--- src/rtl/axi_stream_wide_splitter.sv ---
// axi_stream_wide_splitter: splits each wide AXI-stream word into RATIO narrow beats.
// Define AXIS_SPLIT_MSB_FIRST_EN to emit the most-significant slice first.
module axi_stream_wide_splitter #(
  parameter int IN_DSIZE = 144,
  parameter int RATIO = 3,
  localparam int OUT_DSIZE = IN_DSIZE / RATIO
) (
  input  logic                 aclk,
  input  logic                 areset,
  input  logic                 aclken,
  input  logic [IN_DSIZE-1:0]  in_tdata,
  input  logic                 in_tvalid,
  input  logic                 in_tlast,
  output logic                 in_tready,
  output logic [OUT_DSIZE-1:0] out_tdata,
  output logic                 out_tvalid,
  output logic                 out_tlast,
  input  logic                 out_tready
);
  localparam int IW = $clog2(RATIO);
  localparam logic [IW-1:0] LAST_IDX = IW'(RATIO - 1);
  typedef enum logic {IDLE, SPLIT} state_t;
  state_t state, state_nxt;
  logic [IN_DSIZE-1:0] hold_data, hold_data_nxt;
  logic hold_last, hold_last_nxt;
  logic [IW-1:0] idx, idx_nxt, sel;
  logic [RATIO-1:0][OUT_DSIZE-1:0] slices;
  logic last_beat, in_acc, out_acc;
  assign last_beat = idx == LAST_IDX;
  // a new word may load in the same cycle the final slice drains, so streaming has no bubble
  assign in_tready = aclken & ((state == IDLE) | (out_tready & last_beat));
  assign in_acc = in_tvalid & in_tready;
  assign out_acc = out_tvalid & out_tready & aclken;
  assign out_tvalid = state == SPLIT;
  assign out_tlast = out_tvalid & hold_last & last_beat;
  assign slices = hold_data;
`ifdef AXIS_SPLIT_MSB_FIRST_EN
  assign sel = LAST_IDX - idx;
`else
  assign sel = idx;
`endif
  assign out_tdata = slices[sel];
  always_comb begin
    state_nxt = state;
    hold_data_nxt = hold_data;
    hold_last_nxt = hold_last;
    idx_nxt = idx;
    if (in_acc) begin
      state_nxt = SPLIT;
      hold_data_nxt = in_tdata;
      hold_last_nxt = in_tlast;
      idx_nxt = '0;
    end else if (out_acc) begin
      state_nxt = last_beat ? IDLE : SPLIT;
      idx_nxt = last_beat ? '0 : idx + 1'b1;
    end
  end
  always_ff @(posedge aclk or posedge areset)
    if (areset) begin
      state <= IDLE;
      hold_data <= '0;
      hold_last <= 1'b0;
      idx <= '0;
    end else if (aclken) begin
      state <= state_nxt;
      hold_data <= hold_data_nxt;
      hold_last <= hold_last_nxt;
      idx <= idx_nxt;
    end
endmodule

--- config.mk ---
export PLATFORM = sky130hd
export DESIGN_NAME = axi_stream_wide_splitter
export DESIGN_NICKNAME = d
export VERILOG_FILES = /design/src/rtl/axi_stream_wide_splitter.sv
export SDC_FILE = /design/constraint.sdc
export NUM_CORES = 1
export LEC_CHECK = 0
export CAP_MARGIN = 10
export CORE_UTILIZATION = 50
export DETAILED_ROUTE_END_ITERATION = 10
export GPL_TIMING_DRIVEN = 0
export PLACE_DENSITY_LB_ADDON = 0.3
export SETUP_SLACK_MARGIN = 0.5
export SYNTH_ARGS = -nofsm -noshare
export SYNTH_HDL_FRONTEND = slang
export SYNTH_SLANG_ARGS = --single-unit
--- constraint.sdc ---
create_clock -name aclk -period 11.1 [get_ports aclk]
set_input_delay 2.22 -clock aclk [delete_from_list [all_inputs] [get_ports aclk]]
set_output_delay 2.22 -clock aclk [all_outputs]
set_load 0.02 [all_outputs]
==> key figures <==
Run status
  • Outcome: finished clean

Synth
  • Synth top area cells: dfrtp_1 54%, mux2_2 16%, mux2_4 11%, mux2i_1 7.1%, o21ai_0 3.7%
  • Largest family of logic cells by synthesized area: multiplexers
  • Post-synth top area cell: dfrtp_1
  • Simple-gate area share of the yosys netlist: 0.0340
  • Yosys cell types: 22
  • Mapped Area: between 0.006 and 0.007 mm2
  • Synth Area in Compound Gates: 0.0436
  • Adder-cell share of the synthesized area: 0
  • Mapped Cells: just under 500
  • Post-synth top area share: 0.545
  • Xor-xnor portion of the synthesized cell area: 0
  • Syn. warnings: 0
  • Register area share after synthesis: 0.545
  • Syn nets: 638
  • Syn_area_per_cell: 13.9 um2
  • #FFs+latches synth: around 150
  • Mux cell area share after synthesis: 0.338

Cells and area
  • Register area: 0.00370 mm2
  • Area Growth Syn to Fin: 42.2%
  • ANT cells: 0
  • Area of the multi-input gates: approximately 0.0028 mm2
  • Post-Layout Inst Area: around 0.0097 mm2
  • Fill count: a little over 900
  • Layout Utilization: 0.730
  • Share of cells above drive strength 1: 0.281
  • Post-layout nets: roughly 860

Timing
  • Slew Viols, Final: 0
  • Finish-stage setup viols: 0
  • Skew final: approximately 6.0 ps
  • TNS Setup: 0 ps
  • Final Hold Viols: 0
  • Final WS setup: a little over 5000 ps
  • Worst slew pin tran: about 770 ps
  • Tcrit/Tclk final: 0.537
  • Post-route minimum period: between 5000 and 6000 ps
  • F_max: approximately 0.17 GHz
  • RSZ-0062 raised after global routing: no
  • Hold slack: approximately 500 ps
  • Slew HR: 0.488

Clocking
  • CTS tree: yes
  • Post-CTS Resized: 0
  • Clock sink count: between 100 and 150
  • Clk_lat worst skew: 420 ps
  • Clk slew on worst S/H paths: roughly 50 ps
  • # hold bufs at CTS: 0
  • Total CTS buffers: 17
  • H-tree Lvls: 4
  • Postcts setup bufs: 0
  • Clock root buffer: clkbuf_16
  • CTS Buffer Depth: 2

Flow run
  • Max-cap viol count: 0

Route
  • Drt wl/cell: approximately 19 um
  • Drt pass-1 iters: 4
  • Vias post-DR: ~4700
  • Drt via density: approximately 5.3
  • Post-Route WL: 16600 um
  • DRC violations left: 0
  • Routed Antenna Nets: 0
  • Iter 0 DRT Violations: between 200 and 250

Pwr
  • Combinational Power Share: 0.452
  • Power per Cell Area: 295 mW/mm2
  • Clock share of power: 0.210
  • Sequential share of power: 0.338
  • Leak: roughly 4 nW
  • Worst VDD drop: 0.151 mV
  • Sw Pwr: between 0.0009 and 0.001 W
  • P_int: between 0.0015 and 0.002 W
  • Net Sw Frac: 0.333

Place
  • Area after DPL: 0.00906 mm2
  • Placed wire-length estimate: roughly 12000 um
  • RePlAce Congestion: 0.792
  • Setup WS pre-CTS: between 5000 and 6000 ps
  • Port bufs: 200

Floorplanning
  • Site Rows: 42
  • Die ar.: ~0.014 mm2
  • Ports: between 200 and 250
  • Die Span X: ~120 um
  • Core area: between 0.01 and 0.015 mm2
  • Die Height: 119 um
  • Starting Density: 0.514

Critical path
  • Setup crit start: out_tready
  • Reg2Reg Depth: 6
  • CP Capture Point: in_tready
  • Worst R2R Setup Slack: between 9000 and 10000 ps
  • Reg-to-Reg End: hold_data[56]$_DFFE_PP0P_
  • Crit path DAT: between 3000 and 4000 ps
  • Worst r2r src: idx[0]$_DFFE_PP0P_
  • Worst EP required: 8880 ps
  • Crit Path Max Fanout: 5
  • CP Class: primary input to output port
  • Type of origin of the critical path: primary input
  • Crit path capture type: output port

Hold path
  • Hold Path Class: flip-flop to flip-flop

Global routing
  • Global route overflow: 0
  • GRT Overall Usage: 0.250
  • Initial antenna violation count: 0
  • Global-route wire length before repair: 26800 um
  • Largest net degree at the start of global routing: 86
  • Vias in the first global route: roughly 5000
==> worst min-delay path by stage <==
stage	startpoint	end	depth (start not counted)
3_5_place_dp	hold_data[88]$_DFFE_PP0P_	hold_data[88]$_DFFE_PP0P_	1
4_1_cts	hold_data[0]$_DFFE_PP0P_	hold_data[0]$_DFFE_PP0P_	1
6_report	hold_data[38]$_DFFE_PP0P_	hold_data[38]$_DFFE_PP0P_	1
3_3_place_gp	hold_data[10]$_DFFE_PP0P_	hold_data[10]$_DFFE_PP0P_	1
5_1_grt	hold_data[13]$_DFFE_PP0P_	hold_data[13]$_DFFE_PP0P_	1
2_1_floorplan	hold_data[38]$_DFFE_PP0P_	hold_data[38]$_DFFE_PP0P_	1
==> registers in the layout (all words and copies together), names as in the netlist <==
name        count
hold_last       1
out_tvalid      1
hold_data     144
idx             2
==> worst max-delay path, cell delays in order <==
cell and delay (ps):
clkdlybuf4s50_1 550, nand3b_1 120, a21boi_0 190, clkdlybuf4s50_1 660
==> through the flow <==
step	std cells	total power [W]
after CTS	896	0.00287
final	896	0.00285
after global placement	864	0.00221
after global routing	896	0.00301
after detailed placement	865	0.00226
after floorplan	488	0.00174
==> power groups by stage <==
stage	sequential, W	clock [W]	combinational (W)
2_1_floorplan	0.000918	0	0.000821
3_3_place_gp	0.000947	0	0.00126
3_5_place_dp	0.000966	0	0.00129
4_1_cts	0.000963	0.000610	0.00130
5_1_grt	0.000998	0.000635	0.00137
6_report	0.000963	0.000600	0.00129
==> cell usage in the layout, fill, tap and decap left out <==
cell             instances
clkbuf_1                 9
nand2b_1                 2
buf_6                    1
mux2_4                  50
a21oi_1                  1
o21ai_0                 50
buf_12                   5
clkinv_2                 4
mux2_2                  95
a21boi_0                 1
nand2_1                 52
a22o_1                   2
nand3b_1                 1
buf_16                   1
clkinvlp_4               2
mux2i_1                 48
nor2_1                   1
o31ai_1                  1
buf_2                    9
buf_8                    1
clkbuf_16               17
nor2b_1                  2
clkdlybuf4s50_1        200
a31o_2                   1
inv_6                    1
buf_4                    9
dfrtp_1                148
bufinv_16                4
clkbuf_8                 2
==> area by class of cell <==
cell class	count	share of cell area
buffer	32	0.0274
clock buffer	21	0.0476
clock inverter	10	0.0160
inverter	1	0.000906
multi-input combinational	307	0.292
sequential	148	0.383
tap	176	0.0228
timing repair buffer	201	0.210
==> synth_stat cells (all sizes together) <==
library cell / number
mux2: 145
nand2b: 2
clkbuf: 7
a22o: 2
a21oi: 1
nand2: 52
nand3b: 1
inv: 1
o21ai: 50
a31o: 1
a21boi: 1
buf: 25
mux2i: 48
nor2b: 2
o31ai: 1
dfrtp: 148
nor2: 1
==> per-layer routing <==
layer	part of all wire	global-route usage	up-vias
li1	-	-	2167
met1	0.43	0.306	2370
met2	0.50	0.419	163
met3	0.056	0.0656	25
met4	0.021	0.101	0
met5	0	0	-
==> cells by family (layout without fill, tap and decap cells) <==
kind of cell	Yosys count	after routing
AO/OA/AOI/OAI	56	56
flip-flops	148	148
AND/OR/NAND/NOR	58	58
buffers and inverters	33	265
multiplexers	193	193
(Power assumes the default switching activity.)
